<file path="config.mk">
export PLATFORM = sky130hd
export DESIGN_NAME = quantum_scheduler
export DESIGN_NICKNAME = d
export VERILOG_FILES = /design/src/rtl/quantum_scheduler.sv
export SDC_FILE = /design/constraint.sdc
export NUM_CORES = 1
export LEC_CHECK = 0
export CORE_MARGIN = 2
export CORE_UTILIZATION = 53
export CTS_BUF_LIST = sky130_fd_sc_hd__clkbuf_2 sky130_fd_sc_hd__clkbuf_4 sky130_fd_sc_hd__clkbuf_8
export DETAILED_ROUTE_END_ITERATION = 10
export PLACE_DENSITY = 0.92
export SLEW_MARGIN = 20
export SYNTH_ARGS = -nofsm -noshare
export SYNTH_HDL_FRONTEND = slang
export SYNTH_SLANG_ARGS = --single-unit
export TNS_END_PERCENT = 10
</file>
<file path="constraint.sdc">
create_clock -name Fast_Clock -period 3.4 [get_ports Fast_Clock]
set_clock_uncertainty 0.1 [all_clocks]
set_input_delay 0.68 -clock Fast_Clock [delete_from_list [all_inputs] [get_ports Fast_Clock]]
set_output_delay 0.68 -clock Fast_Clock [all_outputs]
set_load 0.01 [all_outputs]
</file>
<file path="src/rtl/quantum_scheduler.sv">
// quantum_scheduler: round-robin time-slice scheduler sequencing snapshot/update/load context switches.
// Optional macro SCHED_SWITCH_COUNT_EN enables the saturating completed-switch counter.
module quantum_scheduler #(
   parameter int NUM_PROC    = 4,
   parameter int PID_W       = 2,
   parameter int QUANTUM     = 16,
   parameter int LOAD_CYCLES = 2
) (
   input  logic                Fast_Clock,
   input  logic                Raw_Reset_I,
   input  logic                Sched_Enable,
   input  logic                Instr_Retire,
   input  logic                Halt,
   input  logic                Yield_Req,
   input  logic [NUM_PROC-1:0] Proc_Active,
   output logic                Snapshot,
   output logic                Update_PC,
   output logic                Load_Proc,
   output logic [PID_W-1:0]    Proc_ID,
   output logic                Hold_Exec,
   output logic                Switch_Done,
   output logic [7:0]          Quantum_Left,
   output logic [15:0]         Switch_Count
);
   typedef enum logic [2:0] {RUN, SELECT, SAVE, UPDATE, LOAD, DONE} state_t;
   state_t state;
   logic [PID_W-1:0] next_id, target, idx;
   logic [3:0] ld_cnt;
   logic found, halt_r, trigger;
   assign trigger = (Quantum_Left == 8'd1 && Instr_Retire && Sched_Enable) || Halt || (Yield_Req && Sched_Enable);
   // descending scan so the nearest slot after Proc_ID wins
   always_comb begin
      target = '0;
      found  = 1'b0;
      idx    = '0;
      for (int k = NUM_PROC - 1; k >= 1; k--) begin
         idx = PID_W'((int'(Proc_ID) + k) % NUM_PROC);
         if (Proc_Active[idx]) begin
            found  = 1'b1;
            target = idx;
         end
      end
   end
   always_ff @(posedge Fast_Clock) begin
      if (!Raw_Reset_I) begin
         state        <= RUN;
         Proc_ID      <= '0;
         next_id      <= '0;
         Quantum_Left <= 8'(QUANTUM);
         halt_r       <= 1'b0;
         ld_cnt       <= '0;
         Snapshot     <= 1'b0;
         Update_PC    <= 1'b0;
         Load_Proc    <= 1'b0;
         Hold_Exec    <= 1'b0;
         Switch_Done  <= 1'b0;
      end else begin
         Snapshot    <= 1'b0;
         Update_PC   <= 1'b0;
         Switch_Done <= 1'b0;
         case (state)
            RUN: begin
               if (Instr_Retire && Sched_Enable && Quantum_Left != 8'd0) Quantum_Left <= Quantum_Left - 8'd1;
               if (trigger) begin
                  state     <= SELECT;
                  Hold_Exec <= 1'b1;
                  halt_r    <= Halt;
               end
            end
            // a halted process with nowhere to go keeps the pipeline stalled until a slot wakes
            SELECT: begin
               if (found) begin
                  next_id  <= target;
                  state    <= SAVE;
                  Snapshot <= 1'b1;
               end else if (!halt_r || Proc_Active[0]) begin
                  Quantum_Left <= 8'(QUANTUM);
                  state        <= RUN;
                  Hold_Exec    <= 1'b0;
               end
            end
            SAVE: begin
               state     <= UPDATE;
               Update_PC <= 1'b1;
            end
            UPDATE: begin
               Proc_ID   <= next_id;
               state     <= LOAD;
               Load_Proc <= 1'b1;
               ld_cnt    <= 4'(LOAD_CYCLES - 1);
            end
            LOAD: begin
               if (ld_cnt == 4'd0) begin
                  Load_Proc   <= 1'b0;
                  Switch_Done <= 1'b1;
                  state       <= DONE;
               end else ld_cnt <= ld_cnt - 4'd1;
            end
            DONE: begin
               Quantum_Left <= 8'(QUANTUM);
               Hold_Exec    <= 1'b0;
               state        <= RUN;
            end
            default: state <= RUN;
         endcase
      end
   end
`ifdef SCHED_SWITCH_COUNT_EN
   logic [15:0] sw_cnt;
   always_ff @(posedge Fast_Clock) begin
      if (!Raw_Reset_I) sw_cnt <= '0;
      else if (state == DONE && sw_cnt != 16'hFFFF) sw_cnt <= sw_cnt + 16'd1;
   end
   assign Switch_Count = sw_cnt;
`else
   assign Switch_Count = '0;
`endif
endmodule

</file>
[Yosys cells after proc, flatten, opt, wreduce, memory -nomap -nowiden]
Index checks and enable logic that the tools add are counted.
Operators by class
  $add $sub $neg: 5
  magnitude comparators: 3
  equal/unequal tests: 13
  mux-type cells: 32
  reduce and logical (&&, ||, !) cells: 23
Operators with widths (count)
  8-bit 2-to-1 mux: 3
  8-bit case mux with 3 select lines: 1
  3-bit case mux with 5 select lines: 1
  1-bit 2-to-1 mux: 13
  3-bit 2-to-1 mux: 4
  2-bit inequality test (second input constant): 6
  2-bit AND reduction: 6
  2-bit by 3-bit < comparator with 1-bit output (second input constant): 3
  8-bit by 1-bit == test with 1-bit output (second input constant): 1
  4-bit case mux with 2 select lines: 1
  4-bit AND reduction: 2
  8-bit nonzero test: 1
  8-bit by 1-bit subtractor with 8-bit output (second input constant): 1
  1-bit binary-select mux with 2-bit select: 3
  3-bit by 2-bit == test with 1-bit output (second input constant): 2
  3-bit == test (second input constant): 2
  2-bit 2-to-1 mux: 3
  1-bit logical AND: 5
  2-bit adder (second input constant): 2
  4-bit zero test: 1
  4-bit 2-to-1 mux: 1
  4-bit by 1-bit subtractor with 4-bit output (second input constant): 1
  3-bit by 1-bit == test with 1-bit output (second input constant): 1
  3-bit zero test: 1
  9 further kinds: 11
Storage, ports and cells
  flip-flop bits (word level): 25
  input port bits: 10
  output and inout bits: 31
  logic and storage cells: 87

[Longest topological paths before layout]
Gate-level depths: netlist (run 1).
  word-level depth: 8
  gate-level depth with buffers: 7
  depth with buffers taken out: 7

[Worst setup path after synthesis (run 1)]
Ideal clock, no wire load.
  kind: input -> register
  start point: input Proc_Active[2]
  end point: register Quantum_Left[4]
  library setup time: 0.143 ns
  arrival: 1.797 ns
  required time: 3.157 ns
  path slack: 1.360 ns
  cell stages on the path: 6
  buffers on the path: 1
  cells stage by stage: nor3_1 > nand3b_1 > a31o_2 > buf_2 > o31ai_1 > o311ai_0
On the way
  word-level cells in the longest chain between the ends: 7
  elaborated cells between the ends (all ways): 11
Ends and longest elaborated chain
  start: declaration: line 15  | input logic [NUM_PROC-1:0] Proc_Active,
  1-bit binary-select mux with 2-bit select: line 38  | if (Proc_Active[idx]) begin
  1-bit 2-to-1 mux (implied by the code): line 38
  1-bit 2-to-1 mux (2 in series): line 38
  1-bit 2-to-1 mux *: line 38
  2-bit inequality test (no line) *
  4-bit AND reduction (no line) *
  end signal: assignment: line 49  | Quantum_Left <= 8'(QUANTUM);
  end signal: assignment: line 63  | if (Instr_Retire && Sched_Enable && Quantum_Left != 8'd0) Quantum_Left <= Quantum_Left - 8'd1;
  end signal: assignment: line 77  | Quantum_Left <= 8'(QUANTUM);
  end: declaration: line 22  | output logic [7:0] Quantum_Left,
Mark *: on every way between the ends. The rest lies on a longest branch, timed or not. The select of a mux whose other input is x is not followed.
A chain may end at the register's enable or synchronous reset.

[Final worst setup path (run 1)]
  start point: input Sched_Enable
  end point: register Quantum_Left[3]
On the way
  word-level cells in the longest chain between the ends: 4
Ends and longest elaborated chain
  start: declaration: line 11  | input logic Sched_Enable,
  1-bit logical AND (2 in series): line 63
  2-bit inequality test (no line)
  4-bit AND reduction (no line)
  end signal: assignment: line 63
  end signal: assignment: line 77
  end signal: assignment: line 100  | Quantum_Left <= 8'(QUANTUM);
No other way between the ends.

==> results.toml, run 1 <==
[timing]
fmax_mhz = 428
slew_violations = 0
period_minus_slack_ps = 2340
timing.slew.headroom = 0.517
grt_setup_unrepaired = "no"
tns_ps = 0
tightest_slew_ps = 707
fin_ws_ps = 1060
hold_viol_final = 0
setup_viol = 0
whs_ps = 371
fin_crit_sh = 0.688

[floorplanning]
core-area_um2 = 2690
initial_core_util = 0.544
die-area_um2 = 3190
dieWidth_um = 56.5
row_count = 19
ioPinCount = 41
die_height_um = 56.5

[finish]
diodes = 0
layout-drive-gt1-share = 0.0488
layout.nets = 221
final_common_cell = "dfxtp_1"
syn2layout_area_growth_pct = 15.1
fillers = 233
final_cell_mix = "25 x dfxtp_1, 24 x clkdlybuf4s50_1, 16 x nor2_1, 16 x a21oi_1, 16 x conb_1"

[grt]
grt_pass1_vias = 1248
grtUsageTotal = 0.213
antenna_found_initial = 0
grt.overflow.total = 0
grt_max_degree = 19
grt_pass1_wl_um = 5400
use_met2 = 0.362
grt_use_met1 = 0.255
grt_util_met3 = 0.0346
grt-busiest-layer = "met2"

[drt]
drtIter0Drc = 30
drcViolationCount = 0
ant_nets = 0
via_count = 1377
wl_per_cell_um = 13.4
via_per_inst = 5.83
routed_wl_um = 3160
firstDrtPassIters = 5

[cts]
hold_buffers = 0
clock_sinks = 25
clock_latency_ps = 320
post_cts_buffers = 0
h-tree-depth = 1
cts_tree = "built"
clockRootBuffer = "clkbuf_4"
clock_path_buffers = 2
clk_pin_slew_ps = 130
cts_buffers = 3
cts_resized = 0

[synth]
synth_area_um2 = 1460
synth_area_leader_cell = "dfxtp_1"
synth_edf_count = 0
yosysSeqAreaShare = 0.343
ys.flop_type = "dfxtp_1"
synth-async-reset-ratio = 0
yosys_register_bits = 25
synth_top_area_frac = 0.343
synth_cells = 184
avgSynthCellArea_um2 = 7.94
synth_cell_types = 44
synth_warnings = 0
yosys-top-cells-area = "dfxtp_1 34%, buf_4 8.2%, a21oi_1 5.5%"

[power_and_ir_drop]
power.density_nw_per_um2 = 404
p_leak_nw = 0.626
total_power_uw = 679
irDropWorstVdd_v = 0.000263

[critical_path]
end_kind = "flop"
path_max_fanout = 5
path_class = "input port to flop"
worstPathRequired_ps = 3560
cp.arrival_ps = 2500
start_kind = "input port"

[job]
cap_violations = 0

[placed_design]
gp_congestion = 0.836
place_hpwl_um = 2340
port_buffers = 24
post-place-ws_ps = 757

[status]
outcome = "completed"

[hold_path]
hold_class = "flop to flop"
logic make-up after synthesis:
| kind of cell | count (synthesis) | synth area share |
|---|---|---|
| AOI/OAI and AO/OA | 43 | 0.194 |
| xor gates and xnor gates | 2 | 0.0120 |
| adders and majority gates | 5 | 0.0428 |
| buffers and inverters | 32 | 0.125 |
| DFF | 25 | 0.343 |
| muxes | 1 | 0.00686 |
| other | 1 | 0.00257 |
| and+or+nand+nor | 75 | 0.274 |
flip-flops by register name, summed over array words and instances (netlist names):
signal        cells
Quantum_Left      8
ld_cnt            4
state             3
Proc_ID           2
next_id           2
Hold_Exec         1
Load_Proc         1
Snapshot          1
Switch_Done       1
Update_PC         1
halt_r            1
path summary, 6_finish.rpt:
kind	depth (start not counted)	to	startpoint	slack, ps
worst max-delay path	6	Quantum_Left[3]	Sched_Enable	1060
worst max register to register	7	Quantum_Left[3]	Quantum_Left[0]	1140
worst min-delay path	2	next_id[0]	next_id[0]	370
worst min register to register	2	next_id[0]	next_id[0]	370
where the power goes:
group / switching [mW] / internal, mW
sequential: 0.0308 / 0.315
combinational: 0.104 / 0.0871
clock: 0.0885 / 0.0540
total: 0.223 / 0.456
through the flow:
stage                     utilization  area [um^2]  instances
after floorplan                     -         1520        199
after global placement          0.614         1650        232
after detailed placement        0.614         1650        232
after CTS                       0.626         1680        236
after global routing            0.626         1680        236
final                           0.626         1680        236
cell usage after synthesis (3+ instances only):
master	n
dfxtp_1	25
a21oi_1	16
buf_4	16
nor2_1	16
nand2_1	15
inv_1	9
nor3_1	9
a31oi_1	6
nor2b_1	6
ha_1	5
o21ai_0	5
clkbuf_1	4
nand2b_1	4
nand3_1	4
nand3b_1	4
nand4_1	3
worst max-delay path: stages:
cell and delay [ps]:
clkdlybuf4s50_1 500, nand3b_1 140, a31oi_1 360, nand4_1 220, or3_2 460, a21oi_1 140
cell type report:
cell class / instances / area, um^2 / share of cell area
multi-input combinational: 142 / 833 / 0.496
sequential: 25 / 500 / 0.298
timing repair buffer: 24 / 240 / 0.143
tap: 31 / 38.8 / 0.0231
inverter: 10 / 37.5 / 0.0223
clock buffer: 4 / 30.0 / 0.0179
metal layers:
metal  vias to the layer above  wire [um]
li1                        675          -
met1                       663       1450
met2                        30       1510
met3                         9        107
met4                         0         93
met5                         -          0
Note: power is estimated with default switching activity, not from simulation.
==> run 2: changes to the inputs <==
CORE_UTILIZATION = 49   (was 53)
PLACE_DENSITY = 0.87   (was 0.92)
clock period = 2.4 ns   (was 3.4 ns; I/O delays follow)
==> run 2 against run 1 <==
Effect of this change:
- the flow now finishes with violations (DRC)
- hold slack better by 1.4 ps
- clock-buffer cell count stayed put
- register-to-register slack worse by 880 ps
- clock power is 33% higher
- critical path depth is 1 higher
- die area is 7.6% higher
- flip-flop and latch count stayed put
- via count is 3.4% lower
- cell count is 2.1% higher
- sequential share of layout area is 0.76 points lower
- non-clock buffer count is 5 higher
- worst setup slack worse by 810 ps
==> results.toml, run 2 (synthesized netlist as in run 1, its figures left out) <==
[critical_path]
worstReg2RegEnd = "Quantum_Left[3]"
path_max_fanout = 6
r2r-start = "Quantum_Left[0]"
worstPathRequired_ps = 2540
start_kind = "flop"
ff2ff_path_depth = 7
r2r_slack_ps = 260
cp.arrival_ps = 2280
end_kind = "flop"
path_class = "flop to flop"

[floorplanning]
initial_core_util = 0.521
row_count = 19
dieWidth_um = 58.6
die_height_um = 58.6
die-area_um2 = 3430
ioPinCount = 41
core-area_um2 = 2810

[grt]
grt_pass1_wl_um = 4930
grt_max_degree = 19
grt.overflow.total = 0
antenna_found_initial = 0
grt_pass1_vias = 1154
grtUsageTotal = 0.182

[power_and_ir_drop]
p_leak_nw = 0.651
pwr-share-comb = 0.295
netSwitchingFraction = 0.316
irDropWorstVdd_v = 0.000238
power.switching_uw = 303
power.density_nw_per_um2 = 555
seqPwrFrac = 0.506
p_int_uw = 655
power_frac_clock = 0.199

[cts]
hold_buffers = 0
cts_buffers = 3
clockRootBuffer = "clkbuf_4"
clk_pin_slew_ps = 130
post_cts_buffers = 0
clock_sinks = 25
h-tree-depth = 1
cts_tree = "built"
clock_latency_ps = 300
clock_path_buffers = 2
cts_resized = 0

[drt]
routed_wl_um = 3060
wl_per_cell_um = 12.7
drtIter0Drc = 116
ant_nets = 0
via_count = 1330
firstDrtPassIters = 8
drcViolationCount = 2
via_per_inst = 5.52

[timing]
fin_ws_ps = 255
setup_viol = 0
hold_viol_final = 0
fin_crit_sh = 0.894
whs_ps = 372
period_minus_slack_ps = 2140
tightest_slew_ps = 529
fmax_mhz = 466
timing.slew.headroom = 0.646
grt_setup_unrepaired = "no"
slew_violations = 0
tns_ps = 0

[finish]
register_area_um2 = 500
top_regs = "Quantum_Left (8), ld_cnt (4), state (3)"
largest_reg_flops = 8
final_common_cell = "dfxtp_1"
multi_input_area_um2 = 840
syn2layout_area_growth_pct = 18.1
final_cell_mix = "25 x dfxtp_1, 24 x clkdlybuf4s50_1, 16 x nor2_1, 16 x a21oi_1, 16 x conb_1"
layout-drive-gt1-share = 0.0762
diodes = 0
top_register = "Quantum_Left"
fillers = 243
layout.nets = 226

[hold_path]
holdPathStages = 2
min-delay-start = "next_id[1]"
hold_class = "flop to flop"
hold_end = "next_id[1]"

[placed_design]
post-place-ws_ps = 3.06
place_hpwl_um = 2330
port_buffers = 24
gp_congestion = 0.892

[status]
outcome = "finished, violations left"
violations = "DRC"

[job]
cap_violations = 0
[run 2: cell count changes in the layout (fill, tap and decap cells not counted)]
| cell | change |
|---|---|
| a31oi_1 | -1 |
| buf_4 | +5 |
| a31oi_2 | +1 |
[run 2: how the worst max path moves through the flow]
| stage | from | endpoint |
|---|---|---|
| finish | Quantum_Left[0] | Quantum_Left[3] |
| global route | Quantum_Left[0] | Quantum_Left[3] |
| CTS | Quantum_Left[0] | Quantum_Left[3] |
| detailed placement | Proc_Active[2] | Quantum_Left[4] |
| global placement | Proc_Active[2] | Quantum_Left[4] |
| floorplan | Quantum_Left[0] | Quantum_Left[3] |
[run 2: per-stage QoR]
step / cell area (um^2) / cells / total power [mW] / util
3_5_place_dp: 1690 / 237 / 0.770 / 0.602
2_1_floorplan: 1520 / 199 / 0.682 / -
3_3_place_gp: 1690 / 237 / 0.768 / 0.602
6_report: 1720 / 241 / 0.957 / 0.615
4_1_cts: 1720 / 241 / 0.962 / 0.612
5_1_grt: 1720 / 241 / 1.02 / 0.615
[run 2: metal layers]
| metal | global-route usage | wire length, um |
|---|---|---|
| met5 | 0 | 0 |
| met4 | 0.0844 | 36 |
| met3 | 0.0242 | 162 |
| met2 | 0.274 | 1440 |
| met1 | 0.259 | 1420 |
[run 2: layout make-up]
cell class	instances	share of cell area
inverters	10	0.0218
repair buffers	29	0.161
well taps	31	0.0225
multi-input cells	142	0.487
flip-flops and latches	25	0.290
clock buffers	4	0.0174
[run 2: power by group through the flow]
| stage | registers (mW) | logic [mW] | clock network, mW |
|---|---|---|---|
| 2_1_floorplan | 0.488 | 0.194 | 0 |
| 3_3_place_gp | 0.494 | 0.274 | 0 |
| 3_5_place_dp | 0.494 | 0.277 | 0 |
| 4_1_cts | 0.485 | 0.278 | 0.200 |
| 5_1_grt | 0.490 | 0.311 | 0.216 |
| 6_report | 0.485 | 0.282 | 0.190 |
[run 2: worst max-delay path: stages, from the launching register on]
cell	delay, ps
dfxtp_1	450
inv_1	110
ha_1	200
nor2b_1	160
a31oi_2	280
nand4_1	180
or3_2	440
a21oi_1	170
==> run 3: changes to the inputs <==
CORE_UTILIZATION = 38   (was 49)
PLACE_DENSITY = 0.71   (was 0.87)
==> run 3 against run 2 <==
Effect of this change:
- clock-buffer cell count stayed put
- die area increased by 27%
- the run now ends clean
- largest power group unchanged
- first-iteration DRC count is 40% lower
- cell count is 9.5% higher
- sequential power barely moved
- fmax up 0.56%
==> results.toml, run 3 (synthesized netlist as in run 1, its figures left out) <==
[cts]
clock_path_buffers = 2
hold_buffers = 0
clock_latency_ps = 270
cts_buffers = 3
clk_pin_slew_ps = 80
clock_sinks = 25
post_cts_buffers = 0
h-tree-depth = 1
clockRootBuffer = "clkbuf_8"
cts_resized = 0
cts_tree = "built"

[placed_design]
gp_congestion = 0.902
port_buffers = 24
place_hpwl_um = 2450

[drt]
via_count = 1352
firstDrtPassIters = 4
via_per_inst = 5.12
wl_per_cell_um = 12.1
routed_wl_um = 3190
drcViolationCount = 0
ant_nets = 0
drtIter0Drc = 70

[finish]
largest_reg_flops = 8
final_util = 0.489
final_cell_mix = "25 x dfxtp_1, 24 x clkdlybuf4s50_1, 16 x nor2_1, 16 x a21oi_1, 16 x conb_1"
fillers = 374
top_register = "Quantum_Left"
multi_input_area_um2 = 833
register_area_um2 = 500
final_common_cell = "dfxtp_1"
top_regs = "Quantum_Left (8), ld_cnt (4), state (3)"
layout.nets = 232
diodes = 0
syn2layout_area_growth_pct = 23.5
layout-drive-gt1-share = 0.0972

[floorplanning]
row_count = 22
die_height_um = 66.0
initial_core_util = 0.396
die-area_um2 = 4350
ioPinCount = 41
dieWidth_um = 66.0
core-area_um2 = 3690

[grt]
grt_max_degree = 14
grtUsageTotal = 0.160
grt_pass1_vias = 1232
grt_pass1_wl_um = 5420
antenna_found_initial = 0
grt.overflow.total = 0

[critical_path]
cp_cell_sequence = "inv_1 > ha_1 > nor2b_1 > a31oi_1 > nand4_1 > or3_2 > a21oi_1"
max_stage_delay_ps = 430
startpoint = "Quantum_Left[0]"
start_kind = "flop"
path_class = "flop to flop"
slowest_stage = "dfxtp_1"
critPathCapture = "Quantum_Left[3]"
ff2ff_path_depth = 7
cp.arrival_ps = 2230
r2r_slack_ps = 270
end_kind = "flop"
worstReg2RegEnd = "Quantum_Left[3]"
path_max_fanout = 6
r2r-start = "Quantum_Left[0]"
worstPathRequired_ps = 2500

[power_and_ir_drop]
power.density_nw_per_um2 = 578
p_leak_nw = 0.688
irDropWorstVdd_v = 0.000241
total_power_mw = 1.04

[timing]
setup_viol = 0
hold_viol_final = 0
period_minus_slack_ps = 2130
tns_ps = 0
slew_violations = 0
grt_setup_unrepaired = "no"
fin_crit_sh = 0.889
fmax_mhz = 469

[job]
cap_violations = 0

[hold_path]
hold_class = "flop to flop"

[status]
outcome = "completed"
-- run 3: changes by cell type in the layout (fill, tap and decap cells not counted) --
cell	previous run	this run
a31oi_1	5	6
a31oi_2	1	0
buf_4	5	11
clkbuf_4	4	1
clkbuf_8	0	3
-- run 3: worst min-delay path by stage --
stage,cells past startpoint,startpoint,slack (ps),endpoint
6_report,2,next_id[1],380,next_id[1]
4_1_cts,2,next_id[0],380,next_id[0]
3_5_place_dp,2,next_id[0],360,next_id[0]
2_1_floorplan,2,next_id[0],340,next_id[0]
5_1_grt,2,next_id[1],400,next_id[1]
3_3_place_gp,2,next_id[0],340,next_id[0]
-- run 3: routing by layer --
layer | vias to the layer above | share of wire | global-route usage
li1 | 687 | - | -
met1 | 625 | 0.45 | 0.204
met2 | 36 | 0.49 | 0.265
met3 | 4 | 0.046 | 0.0358
met4 | 0 | 0.012 | 0.0536
met5 | - | 0 | 0
-- run 3: power by group --
| group | switching (mW) | leakage [nW] | internal, mW |
|---|---|---|---|
| combinational | 0.152 | 0.458 | 0.147 |
| clock | 0.129 | 0.0262 | 0.130 |
| sequential | 0.0383 | 0.204 | 0.445 |
| total | 0.319 | 0.688 | 0.722 |
-- run 3: area by class of cell --
type | count | share of cell area
timing repair buffer | 35 | 0.179
multi-input combinational | 142 | 0.462
tap | 48 | 0.0333
sequential | 25 | 0.278
clock buffer | 4 | 0.0271
inverter | 10 | 0.0208
-- run 3: worst max-delay path, delay by kind of cell (launching register included) --
kind	cells	cell delay [ps]
compound gates	2	440
fa+ha+maj	1	200
buf+inv	1	110
flops	1	430
simple gates	3	780
-- run 3: metrics by stage --
step	instance area (um^2)	instances	hold slack, ps	setup slack (ps)
floorplan	1520	199	337	372
finish	1800	264	376	267
global placement	1750	260	345	71.0
detailed placement	1750	260	365	27.8
global route	1800	264	401	58.8
CTS	1800	264	378	277
